### src/rtl/datamem_dma_pkg.sv
// rtl/datamem_dma_pkg.sv - shared types and constants for the datamem_dma transfer engine
//
// Purpose: state encoding of the engine FSM and the command op codes.
package datamem_dma_pkg;

  typedef enum logic [2:0] {
    ST_IDLE  = 3'd0,
    ST_FILL  = 3'd1,
    ST_CP_RD = 3'd2,
    ST_CP_WR = 3'd3,
    ST_DONE  = 3'd4
  } state_t;

  localparam logic OP_FILL = 1'b0;
  localparam logic OP_COPY = 1'b1;

endpackage

### src/rtl/datamem_port_mux.sv
// rtl/datamem_port_mux.sv - core/engine select for the DataMem port with reset write gate
//
// Purpose: routes either the core's or the engine's memory request to DataMem.
// Ports:
//   rst                               reset; forces the write enable low
//   sel                               1 = engine owns the port, 0 = core passthrough
//   eng_we/eng_addr/eng_data          engine request
//   core_we/core_addr/core_data       core request
//   mem_we/mem_addr/mem_data          to DataMem
module datamem_port_mux #(
  parameter int W = 8,
  parameter int A = 8
) (
  input  logic         rst,
  input  logic         sel,
  input  logic         eng_we,
  input  logic [A-1:0] eng_addr,
  input  logic [W-1:0] eng_data,
  input  logic         core_we,
  input  logic [A-1:0] core_addr,
  input  logic [W-1:0] core_data,
  output logic         mem_we,
  output logic [A-1:0] mem_addr,
  output logic [W-1:0] mem_data
);

  // Reset only gates the strobe; address/data keep flowing so the core's
  // read path stays usable while the engine is held in reset.
  assign mem_we   = rst ? 1'b0 : (sel ? eng_we : core_we);
  assign mem_addr = sel ? eng_addr : core_addr;
  assign mem_data = sel ? eng_data : core_data;

endmodule

### src/rtl/datamem_dma.sv
// rtl/datamem_dma.sv - FILL/COPY transfer engine in front of the DataMem port
//
// Purpose: executes FILL (constant byte to N addresses) and COPY (N bytes from
// src to dst, strictly forward) while owning the memory port; otherwise the
// core port passes straight through.
// Ports:
//   clk, Reset (async, active high)
//   start, op, src_addr, dst_addr, len, fill_data   command request (sampled in IDLE)
//   busy, done                                      status; done pulses one cycle
//   core_WriteEn, core_DataAddress, core_DataIn     core memory port
//   MemWriteEn, MemDataAddress, MemDataIn           to DataMem
//   MemDataOut                                      combinational read data from DataMem
//   checksum                                        only with DATAMEM_DMA_CHECKSUM_EN
// Configuration macro: DATAMEM_DMA_CHECKSUM_EN adds the written-byte checksum.
module datamem_dma
  import datamem_dma_pkg::*;
#(
  parameter int W = 8,
  parameter int A = 8
) (
  input  logic         clk,
  input  logic         Reset,
  input  logic         start,
  input  logic         op,
  input  logic [A-1:0] src_addr,
  input  logic [A-1:0] dst_addr,
  input  logic [A:0]   len,
  input  logic [W-1:0] fill_data,
  output logic         busy,
  output logic         done,
  input  logic         core_WriteEn,
  input  logic [A-1:0] core_DataAddress,
  input  logic [W-1:0] core_DataIn,
  output logic         MemWriteEn,
  output logic [A-1:0] MemDataAddress,
  output logic [W-1:0] MemDataIn,
  input  logic [W-1:0] MemDataOut
`ifdef DATAMEM_DMA_CHECKSUM_EN
  ,
  output logic [W-1:0] checksum
`endif
);

  state_t       state, state_nxt;
  logic [A-1:0] src_q, dst_q;
  logic [A:0]   len_q, idx;
  logic [W-1:0] fill_q, hold;
  logic         last;
  logic         eng_we;
  logic [A-1:0] eng_addr;
  logic [W-1:0] eng_data;

  // idx is one bit wider than an address so len = 2^A is representable;
  // len_q >= 1 whenever this is consulted.
  assign last = (idx == len_q - (A+1)'(1));
  assign busy = (state != ST_IDLE);
  assign done = (state == ST_DONE);

  always_comb begin
    state_nxt = state;
    eng_we    = 1'b0;
    eng_addr  = dst_q + idx[A-1:0];
    eng_data  = fill_q;
    case (state)
      ST_IDLE: begin
        if (start) begin
          if (len == '0)          state_nxt = ST_DONE;
          else if (op == OP_COPY) state_nxt = ST_CP_RD;
          else                    state_nxt = ST_FILL;
        end
      end
      ST_FILL: begin
        eng_we = 1'b1;
        if (last) state_nxt = ST_DONE;
      end
      ST_CP_RD: begin
        eng_addr  = src_q + idx[A-1:0];
        state_nxt = ST_CP_WR;
      end
      ST_CP_WR: begin
        eng_we    = 1'b1;
        eng_data  = hold;
        state_nxt = last ? ST_DONE : ST_CP_RD;
      end
      ST_DONE:  state_nxt = ST_IDLE;
      default:  state_nxt = ST_IDLE;
    endcase
  end

  always_ff @(posedge clk or posedge Reset) begin
    if (Reset) begin
      state  <= ST_IDLE;
      src_q  <= '0;
      dst_q  <= '0;
      len_q  <= '0;
      fill_q <= '0;
      idx    <= '0;
      hold   <= '0;
    end else begin
      state <= state_nxt;
      case (state)
        ST_IDLE: begin
          if (start) begin
            src_q  <= src_addr;
            dst_q  <= dst_addr;
            len_q  <= len;
            fill_q <= fill_data;
            idx    <= '0;
          end
        end
        ST_FILL:  idx  <= idx + (A+1)'(1);
        ST_CP_RD: hold <= MemDataOut;
        ST_CP_WR: idx  <= idx + (A+1)'(1);
        default: ;
      endcase
    end
  end

`ifdef DATAMEM_DMA_CHECKSUM_EN
  always_ff @(posedge clk or posedge Reset) begin
    if (Reset) begin
      checksum <= '0;
    end else if (state == ST_IDLE && start) begin
      checksum <= '0;
    end else if (eng_we) begin
      checksum <= checksum + eng_data;
    end
  end
`endif

  // The engine keeps the port through DONE so a core write in that cycle is
  // dropped like any other write while busy.
  datamem_port_mux #(.W(W), .A(A)) u_port_mux (
    .rst       (Reset),
    .sel       (busy),
    .eng_we    (eng_we),
    .eng_addr  (eng_addr),
    .eng_data  (eng_data),
    .core_we   (core_WriteEn),
    .core_addr (core_DataAddress),
    .core_data (core_DataIn),
    .mem_we    (MemWriteEn),
    .mem_addr  (MemDataAddress),
    .mem_data  (MemDataIn)
  );

endmodule

### config.mk
export PLATFORM = sky130hd
export DESIGN_NAME = datamem_dma
export DESIGN_NICKNAME = d
export VERILOG_FILES = /design/src/rtl/datamem_dma_pkg.sv /design/src/rtl/datamem_port_mux.sv /design/src/rtl/datamem_dma.sv
export SDC_FILE = /design/constraint.sdc
export NUM_CORES = 1
export LEC_CHECK = 0
export CORE_UTILIZATION = 28
export DETAILED_ROUTE_END_ITERATION = 7
export DONT_BUFFER_PORTS = 1
export SLEW_MARGIN = 20
export SYNTH_ARGS = -nofsm -noshare
export SYNTH_HDL_FRONTEND = slang
export SYNTH_SLANG_ARGS = --single-unit
### constraint.sdc
create_clock -name clk -period 3.79 [get_ports clk]
set_input_delay 1.137 -clock clk [delete_from_list [all_inputs] [get_ports clk]]
set_output_delay 1.137 -clock clk [all_outputs]
set_load 0.02 [all_outputs]
==> results of run 1 <==
[cell families after synthesis]
| kind of cell | count (synthesis) | synth area share (%) |
|---|---|---|
| DFF | 53 | 42.2 |
| buffers and inverters | 26 | 3.86 |
| and+or+nand+nor | 179 | 25.6 |
| muxes | 16 | 5.69 |
| adders and majority gates | 10 | 4.22 |
| xor gates and xnor gates | 22 | 6.13 |
| AOI/OAI and AO/OA | 55 | 12.3 |
[worst paths after layout]
path / cells past startpoint / to / from
min: 2 / fill_q[3] / fill_q[3]
min reg2reg: 2 / fill_q[3] / fill_q[3]
max in group asynchronous: 1 / state[1] / Reset
min in group asynchronous: 1 / hold[7] / Reset
max: 9 / MemDataAddress[6] / state[0]
max reg2reg: 6 / idx[2] / state[2]
[final cells by class]
class / count / area, um^2 / area share (%)
clock buffers: 5 / 68.8 / 1.89
clock inverters: 3 / 43.8 / 1.20
inverters: 7 / 28.8 / 0.789
multi-input cells: 282 / 1820 / 50.0
flip-flops and latches: 53 / 1330 / 36.4
well taps: 140 / 175 / 4.80
repair buffers: 22 / 181 / 4.97
[cell usage after synthesis, drive strengths merged, types with 3 or more instances]
master,instances,area (um^2)
a21oi,7,46.3
a22oi,8,60.1
and2,5,31.3
buf,10,61.3
clkbuf,9,33.8
dfrtp,53,1330
ha,9,113
inv,7,26.3
mux2,15,169
nand2,122,458
nand3,12,60.1
nor2,14,52.6
nor3,5,25.0
o21ai,20,100
o21bai,4,30.0
or3,3,18.8
xnor2,13,114
xor2,9,78.8
[critical path, cell delays in order (launching register included)]
cell       delay [ns]
dfrtp_1          0.42
nor3b_4          0.31
mux2_4           0.35
ha_4             0.17
fa_2             0.35
a21o_1           0.19
a21oi_2          0.16
o21bai_2         0.11
a2111oi_4        0.36
nor3b_4          0.11
[power by group through the flow]
stage | logic, mW | registers (mW) | clock network [mW]
final | 2.47 | 1.09 | 0.400
after global routing | 2.71 | 1.12 | 0.437
after CTS | 2.32 | 1.09 | 0.415
after detailed placement | 2.18 | 1.09 | 0
after global placement | 2.12 | 1.08 | 0
after floorplan | 1.71 | 0.985 | 0
[routing by layer]
| layer | wire, um | share of wire [%] | global-route usage [%] | vias to the layer above |
|---|---|---|---|---|
| met5 | 0 | 0 | 0 | - |
| met4 | 153 | 1.9 | 4.11 | 0 |
| met3 | 431 | 5.3 | 3.39 | 15 |
| met2 | 3970 | 49 | 23.7 | 74 |
| met1 | 3620 | 44 | 18.6 | 1225 |
| li1 | - | - | - | 1233 |
[state kept, by name (all words and copies together), names as in the netlist]
register  cells
src_q         8
hold          8
len_q         9
fill_q        8
idx           9
state         3
dst_q         8
[cell usage in the layout (no fill, tap or decap), types with 4 or more instances in the layout]
master    instances
nand3_1          12
o21ai_1           6
o21ai_0          14
ha_1              4
xor2_1            9
nor2_1           14
a22oi_1           8
and2_1            5
xnor2_1          11
ha_4              4
mux2_2           11
dfrtp_1          53
buf_4            20
mux2_4            4
nand2_1         122
clkbuf_8          5
inv_1             6
nor3_1            5
[what timing repair did]
action                                  in CTS  in global routing
setup buffers                                4                  5
pin swaps                                    6                 13
gates resized for setup                      7                 11
endpoints found under the setup margin       5                  5
==> out/qor.csv, run 1 <==
metric,value,unit
status,"finished, violations left",
failing checks,negative setup slack,
total number of vias,2547,
number of synthesized register bits,53,
die height,108,um
root buffer cell,clkbuf_8,
Clock transition at path regs,0.10,ns
routability cong.,0.779,
maximum VDD drop,0.000888,V
initial antenna violation count,0,
clock tree buffer depth,2,
Max H-tree Level,2,
"Power, Total",3.96,mW
combinational share of power,62.5,%
Via-to-Cell Ratio,4.97,
synthesized area per cell,8.70,um^2
Seq pwr share,27.4,%
dpl hpwl,5.96,mm
DRT Wirelength,8.18,mm
Horiz. Die Dim,108,um
ys flop type,dfrtp_1,
Clock Power Share,10.1,%
DP Cell Count,497,
hold slack,0.489,ns
Final Hold Vio Count,0,
Hold Crit Class,reg2reg,
"Worst Path Class, Setup",reg2out,
Antenna Nets Post-Route,0,
Post-Syn Instances,361,
antenna diode count,0,
I/O pin cnt,81,
clk sinks,53,
share of cells above drive strength 1,18.3,%
R2R setup slack,1.56,ns
global route total overflow,0,
Leakage Power,1.67,nW
Power Internal,2.14,mW
Final #Nets,443,
Final setup viols,5,
Pre-Repair DR Iteration Count,6,
IO buf count,0,
fin crit period,4.00,ns
CP Capture Type,primary output,
max-cap violation count,0,
Die ar.,11600,um^2
ys async rst share,100,%
vias in the first global route,2498,
1st-iter DRT viols,109,
setup slack after layout,-0.208,ns
fin cells,512,
Worst Setup Start Kind,flip-flop,
CTS tree,built,
CTS Hold Bufs,0,
Worst Tran Pin Value,0.807,ns
largest net degree at the start of global routing,54,
drt wl/cell,16.0,um
CP Max Fanout,3,
Rows,38,
DRC viols,0,
core footprint,10900,um^2
relative slew slack,46.2,%
worst skew pair latency,0.31,ns
Final Cell Area,3650,um^2
Num CTS Buffers,5,
"EDFF count, synth",0,
Filler cells,1124,
Post-DP Area,3380,um^2
Final Cycle Share,105,%
Post-Syn Area,3140,um^2
Tot GR Track Use,14.3,%
Clock Skew,0.00864,ns
Max Slew Vio Count,0,
initial core utilization,28.9,%
RSZ-0062 raised after global routing,yes,
setup TNS,-0.497,ns
post-synth cell types,53,
Power Density,1080,nW/um^2
synth warn,0,
sequential area share after synthesis,42.2,%
Area Growth Syn to Fin,16.1,%
Synth Net Count,433,
Required @ worst endpoint,2.65,ns
Max Freq,0.250,GHz
Final Util,33.5,%
net load switching power,1.82,mW
Critical Path AT,2.86,ns
Sw Ratio,46.0,%
worst slack at placement,0.0867,ns
global-route wire length before repair,12.7,mm
Note: power is estimated with default switching activity, not from simulation.
==> run 2: changes to the inputs <==
--- a/config.mk
+++ b/config.mk
@@ -8,6 +8,7 @@
 export CORE_UTILIZATION = 28
 export DETAILED_ROUTE_END_ITERATION = 7
 export DONT_BUFFER_PORTS = 1
+export SKIP_LAST_GASP = 1
 export SLEW_MARGIN = 20
 export SYNTH_ARGS = -nofsm -noshare
 export SYNTH_HDL_FRONTEND = slang
==> run 2 against run 1 <==
  * The run still ends with negative setup slack left
  * Count of clock-buffer cells in the layout unchanged
  * Sequential share of layout area decreased by 0.20 points
  * Power increased by 0.44%
  * Utilization increased by 0.18 points
  * Flip-flop and latch count unchanged
  * Sequential power about the same
  * Global-route usage about the same
  * Largest cell class unchanged
  * Highest routed layer unchanged
==> out/qor.csv, run 2 (same netlist as run 1, synthesis figures left out) <==
metric,value,unit
Power Density,1080,nW/um^2
"commonest non-fill, non-tap cell in the layout",nand2_1,
R2R setup slack,1.55,ns
Final #Nets,445,
Leakage Power,1.68,nW
"Worst Path Class, Setup",reg2out,
Critical Path AT,2.86,ns
drt wl/cell,15.9,um
global route total overflow,0,
FF-to-FF End,idx[2],
Final Hold Vio Count,0,
Clock Power Share,10.0,%
Final Cell Area,3670,um^2
failing checks,negative setup slack,
clock tree buffer depth,2,
max-cap violation count,0,
Worst Min Path Start,fill_q[3],
die height,108,um
Required @ worst endpoint,2.65,ns
met3 usage,3.39,%
Seq pwr share,27.4,%
WP buf/inv,0,
Max Freq,0.250,GHz
Worst Tran Pin Value,0.814,ns
Clock transition at path regs,0.11,ns
net load switching power,1.82,mW
Pre-Repair DR Iteration Count,4,
Tot GR Track Use,14.4,%
Final setup viols,4,
RR Startpoint,state[2],
area occupied by multi-input gates,1830,um^2
root buffer cell,clkbuf_8,
gr busiest metal,met2,
Max H-tree Level,2,
relative slew slack,45.7,%
R2R depth,6,
maximum VDD drop,0.000877,V
Die ar.,11600,um^2
Antenna Nets Post-Route,0,
CP max stage cell,dfrtp_1,
CP Capture Type,primary output,
RSZ-0062 raised after global routing,yes,
Horiz. Die Dim,108,um
Clock Skew,0.00980,ns
IO buf count,0,
Rows,38,
critical-path cell list,nor3b_4 > mux2_4 > ha_4 > fa_2 > a21o_1 > a21oi_2 > o21bai_2 > a2111oi_4 > nor3b_4,
combinational share of power,62.6,%
dpl hpwl,5.96,mm
global-route wire length before repair,12.8,mm
worst skew pair latency,0.31,ns
routability cong.,0.779,
initial antenna violation count,0,
fin crit period,4.00,ns
CP dominant cell by count,nor3b_4,
CP Max Fanout,3,
setup TNS,-0.522,ns
Final Cycle Share,105,%
Via-to-Cell Ratio,4.96,
Power Internal,2.15,mW
grt met1 use,18.6,%
CTS tree,built,
setup slack after layout,-0.205,ns
DRC viols,0,
1st-iter DRT viols,102,
Sequential cell area,1330,um^2
total number of vias,2552,
share of cells above drive strength 1,18.4,%
vias in the first global route,2503,
core footprint,10900,um^2
largest net degree at the start of global routing,54,
Post-DP Area,3380,um^2
Critical path origin,state[0],
Hold Crit Class,reg2reg,
"Largest delay share family, worst path",compound AO/OA/AOI/OAI gates,
Slowest Stage Delay on Critical Path,0.42,ns
Sw Ratio,45.8,%
status,"finished, violations left",
Worst Setup Start Kind,flip-flop,
"commonest non-fill, non-tap cells in the layout","122 x nand2_1, 53 x dfrtp_1, 22 x buf_4",
"Power, Total",3.97,mW
Crit path depth,9,
Top Registers,"idx: 9 flops, len_q: 9 flops",
antenna diode count,0,
I/O pin cnt,81,
crit path to,MemDataAddress[6],
DRT Wirelength,8.18,mm
met2 Resource Use GR,23.8,%
clk sinks,53,
Max Slew Vio Count,0,
Area Growth Syn to Fin,16.8,%
initial core utilization,28.9,%
Filler cells,1117,
Num CTS Buffers,5,
[run 2: cell types whose count changed in the layout (fill, tap and decap cells not counted)]
cell	delta
ha_4	+1
o21ai_1	-1
xnor2_2	-1
a21oi_2	-1
xnor2_1	+1
ha_1	-1
a21oi_1	+1
o21ai_0	+1
mux2_4	+1
mux2_2	-1
buf_4	+2
[run 2: per-layer routing]
layer	routed length (um)	vias up
met3	440	11
met4	117	0
met5	0	-
met1	3650	1227
met2	3980	75
li1	-	1239
[run 2: final cells by class]
class | instances | share of cell area (%)
Clock buffer | 5 | 1.88
Inverter | 7 | 0.784
Sequential cell | 53 | 36.2
Timing Repair Buffer | 24 | 5.35
Tap cell | 140 | 4.77
Clock inverter | 3 | 1.19
Multi-Input combinational cell | 282 | 49.9
[run 2: worst reg2reg max path: cells and delay by family, from the launching register on]
kind	cells	cell delay, ns
AOI/OAI and AO/OA	2	0.26
buffers and inverters	1	0.20
DFF	1	0.41
and+or+nand+nor	3	1.26
[run 2: what timing repair did]
item,CTS,global route
hold buffers,0,0
pin swaps,6,10
setup endpoints to repair,5,5
buffers inserted,4,7
endpoints found under the hold margin,0,0
resized for setup,5,13
[run 2: how the worst min path moves through the flow]
stage | to | slack [ns] | cells after the start
floorplan | src_q[1] | 0.44 | 2
global placement | fill_q[1] | 0.46 | 2
detailed placement | fill_q[3] | 0.47 | 2
CTS | fill_q[3] | 0.49 | 2
global route | fill_q[7] | 0.51 | 2
finish | fill_q[3] | 0.49 | 2
[run 2: power by group through the flow]
| stage | sequential (mW) | combinational, mW | clock [mW] |
|---|---|---|---|
| global route | 1.13 | 2.73 | 0.437 |
| finish | 1.09 | 2.49 | 0.398 |
| floorplan | 0.985 | 1.71 | 0 |
| detailed placement | 1.09 | 2.18 | 0 |
| CTS | 1.08 | 2.29 | 0.415 |
| global placement | 1.08 | 2.12 | 0 |
[run 2: metrics by stage]
step / setup slack (ns) / hold slack [ns] / util [%] / instances
floorplan: -0.0729 / 0.440 / - / 361
global placement: 0.154 / 0.460 / 31.1 / 497
detailed placement: 0.0867 / 0.467 / 31.1 / 497
CTS: -0.262 / 0.493 / 32.7 / 509
global route: -0.309 / 0.513 / 33.7 / 514
finish: -0.205 / 0.489 / 33.7 / 514
